### config.mk
export PLATFORM = sky130hd
export DESIGN_NAME = fp_result_buffer
export DESIGN_NICKNAME = d
export VERILOG_FILES = /design/src/rtl/fp_pkg.sv /design/src/rtl/fp_classify.sv /design/src/rtl/fp_result_buffer.sv
export SDC_FILE = /design/constraint.sdc
export NUM_CORES = 1
export LEC_CHECK = 0
export BUFFER_PORTS_ARGS = -buffer_cell sky130_fd_sc_hd__buf_4
export CAP_MARGIN = 15
export CORE_MARGIN = 2
export CORE_UTILIZATION = 53
export CTS_CLUSTER_SIZE = 20
export DETAILED_ROUTE_END_ITERATION = 6
export HOLD_SLACK_MARGIN = 0.08
export PLACE_DENSITY = 0.89
export SLEW_MARGIN = 30
export SYNTH_ARGS = -nofsm -noshare
export SYNTH_HDL_FRONTEND = slang
export SYNTH_SLANG_ARGS = --single-unit
### constraint.sdc
create_clock -name clk -period 4.25 [get_ports clk]
set_clock_uncertainty 0.05 [all_clocks]
set_input_delay 0.425 -clock clk [delete_from_list [all_inputs] [get_ports clk]]
set_output_delay 0.425 -clock clk [all_outputs]
set_load 0.01 [all_outputs]
### src/rtl/fp_pkg.sv
// Shared IEEE 754 single-precision field constants and result-entry types.
// Latency: none (types and constants only).
// Backpressure: not applicable.
package fp_pkg;

    localparam int EXP_W       = 8;
    localparam int MAN_W       = 23;
    localparam logic [EXP_W-1:0] EXP_MAX = 8'hFF;
    localparam int ENTRY_TAG_W = 3;
    localparam int DEPTH       = 2;

    // One-hot (or all-zero for a normal number) classification of a result.
    typedef struct packed {
        logic nan;
        logic inf;
        logic zero;
        logic subnormal;
    } fp_class_t;

    // One buffered result with its flags, tag and precomputed class.
    typedef struct packed {
        logic [31:0]            result;
        logic                   overflow;
        logic                   underflow;
        logic [ENTRY_TAG_W-1:0] tag;
        fp_class_t              cls;
    } fp_entry_t;

endpackage

### src/rtl/fp_classify.sv
// Classifies a single-precision value as nan/inf/zero/subnormal (all zero = normal).
// Latency: combinational.
// Backpressure: not applicable.
module fp_classify
    import fp_pkg::*;
(
    input  logic [31:0] fp_in,
    output fp_class_t   fp_cls
);

    logic [EXP_W-1:0] exp_f;
    logic [MAN_W-1:0] man_f;
    logic             man_nz;

    assign exp_f  = fp_in[30:23];
    assign man_f  = fp_in[22:0];
    assign man_nz = |man_f;

    // Sign bit is ignored; exponent extremes select the special classes.
    always_comb begin
        fp_cls           = '0;
        fp_cls.nan       = (exp_f == EXP_MAX) &  man_nz;
        fp_cls.inf       = (exp_f == EXP_MAX) & ~man_nz;
        fp_cls.zero      = (exp_f == '0)      & ~man_nz;
        fp_cls.subnormal = (exp_f == '0)      &  man_nz;
    end

endmodule

### src/rtl/fp_result_buffer.sv
// Two-entry skid buffer for add/sub results with class, sticky flags and result counter.
// Latency: one cycle from accepted input to out_valid when empty.
// Backpressure: in_ready drops only when both entries hold data; it never looks at out_ready.
module fp_result_buffer
    import fp_pkg::*;
#(
    parameter int TAG_W = fp_pkg::ENTRY_TAG_W,
    parameter int CNT_W = 16
) (
    input  logic             clk,
    input  logic             rst,
    input  logic             in_valid,
    output logic             in_ready,
    input  logic [31:0]      in_result,
    input  logic             in_overflow,
    input  logic             in_underflow,
    input  logic [TAG_W-1:0] in_tag,
    output logic             out_valid,
    input  logic             out_ready,
    output logic [31:0]      out_result,
    output logic             out_overflow,
    output logic             out_underflow,
    output logic [TAG_W-1:0] out_tag,
    output logic [3:0]       out_class,
    input  logic             flags_clr,
    output logic             flag_of,
    output logic             flag_uf,
    output logic [CNT_W-1:0] res_cnt
);

    fp_entry_t        mem_q [DEPTH];
    fp_entry_t        mem_d [DEPTH];
    logic             wr_ptr_q, wr_ptr_d;
    logic             rd_ptr_q, rd_ptr_d;
    logic [1:0]       cnt_q, cnt_d;
    logic             flag_of_q, flag_of_d;
    logic             flag_uf_q, flag_uf_d;
    logic [CNT_W-1:0] res_cnt_q, res_cnt_d;

    fp_class_t        in_cls;
    fp_entry_t        new_entry;
    fp_entry_t        head;
    logic             push;
    logic             pop;

    fp_classify u_classify (
        .fp_in  (in_result),
        .fp_cls (in_cls)
    );

    // Ready depends only on reset and stored occupancy so upstream timing is isolated.
    assign in_ready  = ~rst & (cnt_q != 2'd2);
    assign out_valid = (cnt_q != 2'd0);
    assign push      = in_valid & in_ready;
    assign pop       = out_valid & out_ready;

    assign new_entry.result    = in_result;
    assign new_entry.overflow  = in_overflow;
    assign new_entry.underflow = in_underflow;
    assign new_entry.tag       = ENTRY_TAG_W'(in_tag);
    assign new_entry.cls       = in_cls;

    assign head          = mem_q[rd_ptr_q];
    assign out_result    = head.result;
    assign out_overflow  = head.overflow;
    assign out_underflow = head.underflow;
    assign out_tag       = TAG_W'(head.tag);
    assign out_class     = head.cls;

    assign flag_of = flag_of_q;
    assign flag_uf = flag_uf_q;
    assign res_cnt = res_cnt_q;

    // Next-state: storage write, pointer/occupancy update, sticky flags, saturating count.
    always_comb begin
        mem_d     = mem_q;
        wr_ptr_d  = wr_ptr_q;
        rd_ptr_d  = rd_ptr_q;
        cnt_d     = cnt_q;
        flag_of_d = flag_of_q;
        flag_uf_d = flag_uf_q;
        res_cnt_d = res_cnt_q;

        if (push) begin
            mem_d[wr_ptr_q] = new_entry;
            wr_ptr_d        = ~wr_ptr_q;
        end
        if (pop) begin
            rd_ptr_d = ~rd_ptr_q;
        end

        case ({push, pop})
            2'b10:   cnt_d = cnt_q + 2'd1;
            2'b01:   cnt_d = cnt_q - 2'd1;
            default: cnt_d = cnt_q;
        endcase

        // Clear takes effect before the pushed flags are merged in.
        if (flags_clr) begin
            flag_of_d = 1'b0;
            flag_uf_d = 1'b0;
        end
        if (push) begin
            flag_of_d = flag_of_d | in_overflow;
            flag_uf_d = flag_uf_d | in_underflow;
        end

        if (push && (res_cnt_q != {CNT_W{1'b1}})) begin
            res_cnt_d = res_cnt_q + CNT_W'(1);
        end
    end

    // State registers; reset discards stored entries and zeroes the head fields.
    always_ff @(posedge clk) begin
        if (rst) begin
            for (int i = 0; i < DEPTH; i++) begin
                mem_q[i] <= '0;
            end
            wr_ptr_q  <= 1'b0;
            rd_ptr_q  <= 1'b0;
            cnt_q     <= 2'd0;
            flag_of_q <= 1'b0;
            flag_uf_q <= 1'b0;
            res_cnt_q <= '0;
        end else begin
            mem_q     <= mem_d;
            wr_ptr_q  <= wr_ptr_d;
            rd_ptr_q  <= rd_ptr_d;
            cnt_q     <= cnt_d;
            flag_of_q <= flag_of_d;
            flag_uf_q <= flag_uf_d;
            res_cnt_q <= res_cnt_d;
        end
    end

endmodule

==> results of run 1 <==
==> logic make-up (layout without fill, tap and decap cells) <==
group / count (synthesis) / after routing / share of synthesized area [%]
mux: 43 / 43 / 10.5
buf+inv: 37 / 121 / 3.86
xor+xnor: 12 / 12 / 2.28
simple gates: 246 / 246 / 27.2
compound gates: 94 / 94 / 10.5
fa+ha+maj: 2 / 2 / 0.543
flops: 104 / 104 / 45.2
==> state kept, by name, summed over array words and instances, names as in the netlist <==
| name | cells |
|---|---|
| wr_ptr_q | 1 |
| res_cnt | 16 |
| flag_uf | 1 |
| flag_of | 1 |
| mem_q | 82 |
| rd_ptr_q | 1 |
| cnt_q | 2 |
==> metal layers <==
layer  vias to the layer above  global-route usage, %  wire (um)
li1                       1966                      -          -
met1                      1842                   27.6       4700
met2                       108                   37.6       5350
met3                        16                   3.81        570
met4                         0                   7.59        148
met5                         -                      0          0
==> critical path, cell delays in order, from the launching register on <==
cell                       delay, ns
sky130_fd_sc_hd__dfxtp_1        0.45
sky130_fd_sc_hd__ha_1           0.24
sky130_fd_sc_hd__nand4_2        0.17
sky130_fd_sc_hd__nor4_4         0.78
sky130_fd_sc_hd__nand4b_1       0.21
sky130_fd_sc_hd__mux2_1         0.32
==> through the flow <==
step	util, %	worst slack (ns)	hold slack, ns	power (mW)	cell area (um2)
5_1_grt	65.6	1.76	0.224	2.40	5630
3_3_place_gp	62.3	2.03	0.386	1.56	5360
6_report	65.6	1.93	0.225	2.30	5630
4_1_cts	65.2	1.92	0.214	2.31	5610
2_1_floorplan	-	2.33	0.379	1.40	4610
3_5_place_dp	62.4	1.93	0.395	1.58	5360
==> worst paths after layout <==
check	cells past startpoint	slack (ns)	endpoint	from
worst max-delay path	5	1.93	res_cnt[13]$_SDFFE_PP0P_	res_cnt[0]$_SDFFE_PP0P_
worst min-delay path	3	0.23	mem_q[40]$_SDFFE_PP0P_	in_result[31]
worst max register to register	5	1.93	res_cnt[13]$_SDFFE_PP0P_	res_cnt[0]$_SDFFE_PP0P_
worst min register to register	2	0.41	mem_q[66]$_SDFFE_PP0P_	mem_q[66]$_SDFFE_PP0P_
==> synth_stat cells, types with 2 or more instances <==
cell / number / area share [%]
sky130_fd_sc_hd__and3_1: 3 / 0.41
sky130_fd_sc_hd__nor4_4: 3 / 1.4
sky130_fd_sc_hd__nor3_1: 5 / 0.54
sky130_fd_sc_hd__buf_4: 2 / 0.33
sky130_fd_sc_hd__nor3b_1: 2 / 0.33
sky130_fd_sc_hd__nor3_2: 2 / 0.43
sky130_fd_sc_hd__nand2_1: 122 / 9.9
sky130_fd_sc_hd__dfxtp_1: 104 / 45
sky130_fd_sc_hd__clkbuf_1: 19 / 1.5
sky130_fd_sc_hd__nand3_1: 9 / 0.98
sky130_fd_sc_hd__nand4_2: 2 / 0.54
sky130_fd_sc_hd__nor2_1: 24 / 2.0
sky130_fd_sc_hd__buf_6: 2 / 0.49
sky130_fd_sc_hd__nand2b_1: 42 / 5.7
sky130_fd_sc_hd__or4_1: 2 / 0.33
sky130_fd_sc_hd__nand3b_1: 6 / 0.98
sky130_fd_sc_hd__mux2_2: 41 / 10
sky130_fd_sc_hd__xnor2_1: 11 / 2.1
sky130_fd_sc_hd__buf_2: 13 / 1.4
sky130_fd_sc_hd__o21ai_0: 45 / 4.9
sky130_fd_sc_hd__nor4_1: 5 / 0.68
sky130_fd_sc_hd__ha_1: 2 / 0.54
sky130_fd_sc_hd__nand4_1: 5 / 0.68
sky130_fd_sc_hd__a21oi_1: 45 / 4.9
sky130_fd_sc_hd__nor2b_1: 4 / 0.54
sky130_fd_sc_hd__and2_1: 2 / 0.27
==> report_power, final <==
part / total, mW / leakage (nW) / internal, mW / switching, mW
Clock: 0.739 / 0.124 / 0.408 / 0.331
Sequential: 1.13 / 0.845 / 1.04 / 0.0939
Combinational: 0.430 / 1.26 / 0.232 / 0.198
Total: 2.30 / 2.22 / 1.68 / 0.623
==> cell type report <==
type | instances | area (um2) | area share, %
Timing Repair Buffer | 104 | 801 | 14.2
Tap cell | 108 | 135 | 2.40
Clock inverter | 5 | 104 | 1.84
Inverter | 1 | 3.75 | 0.0666
Clock buffer | 11 | 141 | 2.51
Multi-Input combinational cell | 397 | 2360 | 41.9
Sequential cell | 104 | 2090 | 37.0
==> cells in the final DEF, fill, tap and decap left out, types with 6 or more instances in the layout <==
cell / netlist / final
sky130_fd_sc_hd__mux2_2: 41 / 41
sky130_fd_sc_hd__nand3b_1: 6 / 6
sky130_fd_sc_hd__xnor2_1: 11 / 11
sky130_fd_sc_hd__o21ai_0: 45 / 45
sky130_fd_sc_hd__dfxtp_1: 104 / 103
sky130_fd_sc_hd__nand2b_1: 42 / 41
sky130_fd_sc_hd__nor2_1: 24 / 23
sky130_fd_sc_hd__clkbuf_8: 0 / 10
sky130_fd_sc_hd__buf_4: 2 / 103
sky130_fd_sc_hd__a21oi_1: 45 / 45
sky130_fd_sc_hd__nand3_1: 9 / 9
sky130_fd_sc_hd__nand2_1: 122 / 122
==> metrics.log, run 1 <==
[metrics] pin slew with the least headroom to its limit: 0.937 ns
[metrics] total nets after synthesis: 582
[metrics] vias after detailed routing: 3932
[metrics] per-cell via count in the routed design: 5.39
[metrics] post-CTS setup repair buffer count: 0
[metrics] path category of the worst min-delay check: in -> reg
[metrics] # placed instances: 713
[metrics] Row Count: 34
[metrics] Detailed Place HPWL: 6.99 mm
[metrics] DRC violations left: 0
[metrics] Critical Path Fanout Max: 13
[metrics] total wire length after detailed routing: 10.8 mm
[metrics] # fillers: roughly 710
[metrics] Buffers on Ports: slightly above 100
[metrics] number of warnings issued by yosys: 0
[metrics] final period demand of the worst path: 2.32 ns
[metrics] library cells used by synthesis: 42
[metrics] crit share post-route: 54.6%
[metrics] portion of the post-synthesis area used by sequential elements: between 40% and 50%
[metrics] clock latency on the worst-skew pair: 0.36 ns
[metrics] Placer Congestion: 0.917
[metrics] element type at the critical path start: flip-flop
[metrics] synthesis-stage register bit count: 104
[metrics] category of the critical setup timing path: reg -> reg
[metrics] die height: 97.2 um
[metrics] cell chosen for the clock root: sky130_fd_sc_hd__clkbuf_8
[metrics] number of max-slew violations in the final report: 0
[metrics] CP Data Required Time: about 4.5 ns
[metrics] synthesized area: 4610 um2
[metrics] total iterations of the first detailed-routing run: 4
[metrics] critical path arrival: 2.53 ns
[metrics] Leakage: 2.22 nW
[metrics] total CTS buffers: 9
[metrics] power density of the placed cells: 408 nW/um2
[metrics] CP endpoint kind: flip-flop
[metrics] area of the placeable core: 8590 um2
[metrics] CTS tree: built
[metrics] post-layout instance count excluding filler cells: 730
[metrics] count of flip-flops with a built-in enable after synthesis: 0
[metrics] unrepaired setup endpoints after global routing: false
[metrics] initial drt markers: 147
[metrics] Global Route Usage Sum: a little over a fifth
[metrics] die width: 97.2 um
[metrics] net count of the finished layout: between 600 and 700
[metrics] number of global-route vias before repair: 3844
[metrics] post-CTS clock slew at the launch and capture registers of the worst setup and hold paths: about 0.09 ns
[metrics] synthesized area divided by synthesized cell count: roughly 8.6 um2
[metrics] fmax: 0.431 GHz
[metrics] status: finished clean
[metrics] Top FF cell, synth: sky130_fd_sc_hd__dfxtp_1
[metrics] Final Hold Violating Endpoints: 0
[metrics] initial antenna violation count: 0
[metrics] layout cell share with drive strength beyond 1: 28.3%
[metrics] number of placed I/O pins: a little over 100
[metrics] residual overflow from global routing: 0
[metrics] CTS Sinks: approximately 100
[metrics] hold-fix buffers at CTS: 0
[metrics] first-pass GRT wire length: 17.4 mm
[metrics] routed wire length per instance: 14.8 um
[metrics] pin count of the biggest net entering global routing: 108
[metrics] htree depth: 3
[metrics] buffer levels on the longest clock path: 2
[metrics] Resized Gates After CTS: 0
[metrics] Slew headroom: 37.5%
[metrics] share of async-settable or async-resettable flops after synthesis: 0%
[metrics] remaining antenna violation count: 0
[metrics] highest ir drop seen on vdd: 200 uV
[metrics] Final setup violation count: 0
[metrics] full die area: between 9000 and 10000 um2
[metrics] layout overhead on the synthesized area: 22.3%
[metrics] sum of negative setup slack: 0 ns
[metrics] maximum capacitance violations: 0
[metrics] cell count after synthesis: roughly 540
[metrics] initial cell density of the core: 53.6%
[metrics] diode insertion count for antenna repair: 0
(Power assumes the default switching activity.)
==> inputs of run 2 (changes only) <==
- ABC_AREA: unset -> 1
- CORE_UTILIZATION: 53 -> 49
- PLACE_DENSITY: 0.89 -> 0.87
- clock period: 4.25 -> 2 ns (I/O delays scaled with it)
==> run 2 against run 1 <==
  * Critical path depth increased by 3
  * Hold slack got worse by 0.12 ns
  * Clock power is 76% higher
  * Final cell count grew 20%
  * Register-to-register slack worse by 1.7 ns
  * Non-clock buffer count rose by 44
  * Total power grew 91%
  * Sequential power increased by 100%
  * Critical path type is now in -> reg
  * Critical endpoint is now mem_q[54]$_SDFFE_PP0P_
  * Largest cell class is now registers
==> metrics.log, run 2 <==
[metrics] synthesized area: 4560 um2
[metrics] net count of the finished layout: between 800 and 900
[metrics] clock latency on the worst-skew pair: ~0.35 ns
[metrics] htree depth: 3
[metrics] Detailed Place HPWL: ~8.3 mm
[metrics] routed wire length per instance: 14.3 um
[metrics] total iterations of the first detailed-routing run: 7
[metrics] portion of the post-synthesis area used by sequential elements: 45.7%
[metrics] buffer levels on the longest clock path: 2
[metrics] number of flip-flops under the largest register name: 82
[metrics] initial drt markers: about 280
[metrics] synth top area cells: sky130_fd_sc_hd__dfxtp_1 46%, sky130_fd_sc_hd__nand2_1 10%, sky130_fd_sc_hd__o21ai_0 10%, sky130_fd_sc_hd__a21oi_1 6.3%, sky130_fd_sc_hd__inv_1 6.0%
[metrics] first-pass GRT wire length: 20.2 mm
[metrics] post-synthesis cell type with the largest combined area: sky130_fd_sc_hd__dfxtp_1
[metrics] library cells used by synthesis: 26
[metrics] final period demand of the worst path: between 1.5 and 2 ns
[metrics] layout cell share with drive strength beyond 1: a little under a fifth
[metrics] area occupied by registers: 2090 um2
[metrics] CP Data Required Time: 2.24 ns
[metrics] vias after detailed routing: about 4700
[metrics] post-placement cell area: 5360 um2
[metrics] Finished Cell Area: 5950 um2
[metrics] initial antenna violation count: 0
[metrics] area of the placeable core: 9110 um2
[metrics] unrepaired setup endpoints after global routing: true
[metrics] fmax: around 0.53 GHz
[metrics] # placed instances: 819
[metrics] Placer Congestion: 0.891
[metrics] Final setup violation count: 0
[metrics] layout overhead on the synthesized area: 30.5%
[metrics] cell chosen for the clock root: sky130_fd_sc_hd__clkbuf_8
[metrics] per-cell via count in the routed design: 5.37
[metrics] sequential fraction of design power: 51.8%
[metrics] critical path arrival: 2.13 ns
[metrics] status: finished clean
[metrics] post-CTS clock slew at the launch and capture registers of the worst setup and hold paths: approximately 0.10 ns
[metrics] cell count after synthesis: between 600 and 700
[metrics] total wire length after detailed routing: between 10 and 15 mm
[metrics] number of max-slew violations in the final report: 0
[metrics] number of placed I/O pins: between 100 and 150
[metrics] synthesis-stage register bit count: 104
[metrics] full die area: 10100 um2
[metrics] final cell utilization of the core: between 60% and 70%
[metrics] fraction of the mapped netlist area in simple logic gates: 21.6%
[metrics] post-synthesis adder-cell area fraction: 0.549%
[metrics] number of warnings issued by yosys: 0
[metrics] clock share of power: 29.7%
[metrics] total CTS buffers: 9
[metrics] share of async-settable or async-resettable flops after synthesis: 0%
[metrics] post-CTS setup repair buffer count: 0
[metrics] count of flip-flops with a built-in enable after synthesis: 0
[metrics] worst slack after detailed placement: 0.171 ns
[metrics] area used by multi-input combinational logic: 2030 um2
[metrics] remaining antenna violation count: 0
[metrics] Global Route Usage Sum: 24.6%
[metrics] power density of the placed cells: 738 nW/um2
[metrics] smallest setup slack after layout: 0.106 ns
[metrics] category of the critical setup timing path: in -> reg
[metrics] path category of the worst min-delay check: in -> reg
[metrics] pin slew with the least headroom to its limit: 0.726 ns
[metrics] relative contribution of combinational cells to total power: 18.4%
[metrics] portion of netlist area occupied by mux cells: 0%
[metrics] initial cell density of the core: 50.0%
[metrics] CTS Sinks: 104
[metrics] dominant combinational cell family by area after synthesis: compound AO/OA/AOI/OAI gates
[metrics] proportion of total power due to net switching: 27.9%
[metrics] Final Hold Violating Endpoints: 0
[metrics] maximum capacitance violations: 0
[metrics] die width: 100 um
[metrics] top cells by count, synth: 125 x sky130_fd_sc_hd__nand2_1, 104 x sky130_fd_sc_hd__dfxtp_1, 91 x sky130_fd_sc_hd__o21ai_0, 73 x sky130_fd_sc_hd__inv_1, 65 x sky130_fd_sc_hd__nor2_1
[metrics] pin count of the biggest net entering global routing: 49
[metrics] total nets after synthesis: roughly 670
[metrics] P_sw: ~1.2 mW
[metrics] top cell type's share of synthesized area: between 40% and 50%
[metrics] Top FF cell, synth: sky130_fd_sc_hd__dfxtp_1
[metrics] crit share post-route: 94.7%
[metrics] CP endpoint kind: flip-flop
[metrics] highest-count cells in the layout ignoring fill and taps: 125 x sky130_fd_sc_hd__nand2_1, 110 x sky130_fd_sc_hd__buf_4, 103 x sky130_fd_sc_hd__dfxtp_1
[metrics] sum of negative setup slack: 0 ns
[metrics] synthesized area divided by synthesized cell count: roughly 7.2 um2
[metrics] Buffers on Ports: about 100
[metrics] Slew headroom: about 52%
[metrics] DRC violations left: 0
[metrics] post-layout instance count excluding filler cells: 873
[metrics] # fillers: 764
[metrics] most frequent standard cell in the layout excluding fill and tap cells: sky130_fd_sc_hd__nand2_1
[metrics] most numerous cell in the Yosys netlist: sky130_fd_sc_hd__nand2_1
[metrics] xor/xnor cell area share of the yosys netlist: 0%
[metrics] element type at the critical path start: primary input
[metrics] number of global-route vias before repair: 4494
[metrics] Compound-Gate Fraction of Synth Area: 22.1%
[metrics] Row Count: 35
[metrics] internal power summed over all cells: 3.16 mW
[metrics] residual overflow from global routing: 0
[metrics] highest ir drop seen on vdd: 465 uV
[metrics] setup slack on the worst flop-to-flop path: 0.20 ns
[metrics] CTS tree: built
[metrics] Leakage: ~2.5 nW
[metrics] die height: approximately 100 um
[metrics] most flop-heavy register: mem_q
[metrics] Critical Path Fanout Max: between 40 and 50
[metrics] diode insertion count for antenna repair: 0
run 2: cell types whose count changed after synthesis, moves of 10 or more:
cell	delta
sky130_fd_sc_hd__inv_1	+73
sky130_fd_sc_hd__mux2_2	-41
sky130_fd_sc_hd__nor2_1	+41
sky130_fd_sc_hd__a22o_1	+24
sky130_fd_sc_hd__a21oi_1	+12
sky130_fd_sc_hd__xnor2_1	-11
sky130_fd_sc_hd__o21ai_1	+10
sky130_fd_sc_hd__nand2b_1	-42
sky130_fd_sc_hd__nand3_1	+13
sky130_fd_sc_hd__o21ai_0	+46
run 2: worst max-delay path, cell delays in order:
cell                            delay [ns]
sky130_fd_sc_hd__dlygate4sd3_1        0.53
sky130_fd_sc_hd__buf_4                0.20
sky130_fd_sc_hd__inv_4                0.06
sky130_fd_sc_hd__nand3_4              0.18
sky130_fd_sc_hd__nor2_4               0.05
sky130_fd_sc_hd__inv_2                0.53
sky130_fd_sc_hd__o21ai_0              0.19
sky130_fd_sc_hd__a21oi_1              0.16
run 2: layer usage:
| layer | wire length, um | vias up | global-route usage [%] |
|---|---|---|---|
| met2 | 6440 | 188 | 44.2 |
| met3 | 935 | 17 | 5.57 |
| met5 | 0 | - | 0 |
| met1 | 4970 | 2180 | 29.6 |
| li1 | - | 2307 | - |
| met4 | 151 | 0 | 6.53 |
run 2: through the flow:
stage                     hold slack (ns)  power (mW)
final                               0.104        4.39
after global routing               0.0865        4.59
after CTS                          0.0860        4.39
after detailed placement            0.381        3.05
after global placement              0.375        3.01
after floorplan                     0.283        2.72
run 2: cell type report:
cell class | count | share of cell area, %
clock buffer | 11 | 2.38
clock inverter | 5 | 0.947
inverter | 76 | 4.84
multi-input combinational | 418 | 34.1
sequential | 104 | 35.1
tap | 111 | 2.34
timing repair buffer | 148 | 20.3
run 2: logic make-up (layout without fill, tap and decap cells):
logic type                 Yosys count  after routing
adders and majority gates            2              2
buffers and inverters              108            240
AOI/OAI and AO/OA                  183            183
DFF                                104            104
and+or+nand+nor                    232            233
run 2: path summary, 6_finish.rpt:
path                                              from                     end  cells after the start
worst max-delay path                               rst  mem_q[54]$_SDFFE_PP0P_                      8
worst min-delay path                     in_result[19]  mem_q[28]$_SDFFE_PP0P_                      3
worst max register to register   cnt_q[0]$_SDFFE_PP0P_  mem_q[54]$_SDFFE_PP0P_                      7
worst min register to register  mem_q[59]$_SDFFE_PP0P_  mem_q[59]$_SDFFE_PP0P_                      2
run 2: power by group through the flow:
stage          Clock, mW  Combinational, mW  Sequential, mW
2_1_floorplan          0              0.435            2.28
4_1_cts             1.33              0.791            2.27
6_report            1.30              0.809            2.27
3_5_place_dp           0              0.730            2.32
5_1_grt             1.42              0.883            2.29
3_3_place_gp           0              0.703            2.31
run 2: repair_timing:
| item | in CTS | in global routing |
|---|---|---|
| resized for setup | 0 | 4 |
| hold buffers | 37 | 0 |
| hold endpoints to repair | 45 | 0 |
| endpoints found under the setup margin | 0 | 49 |
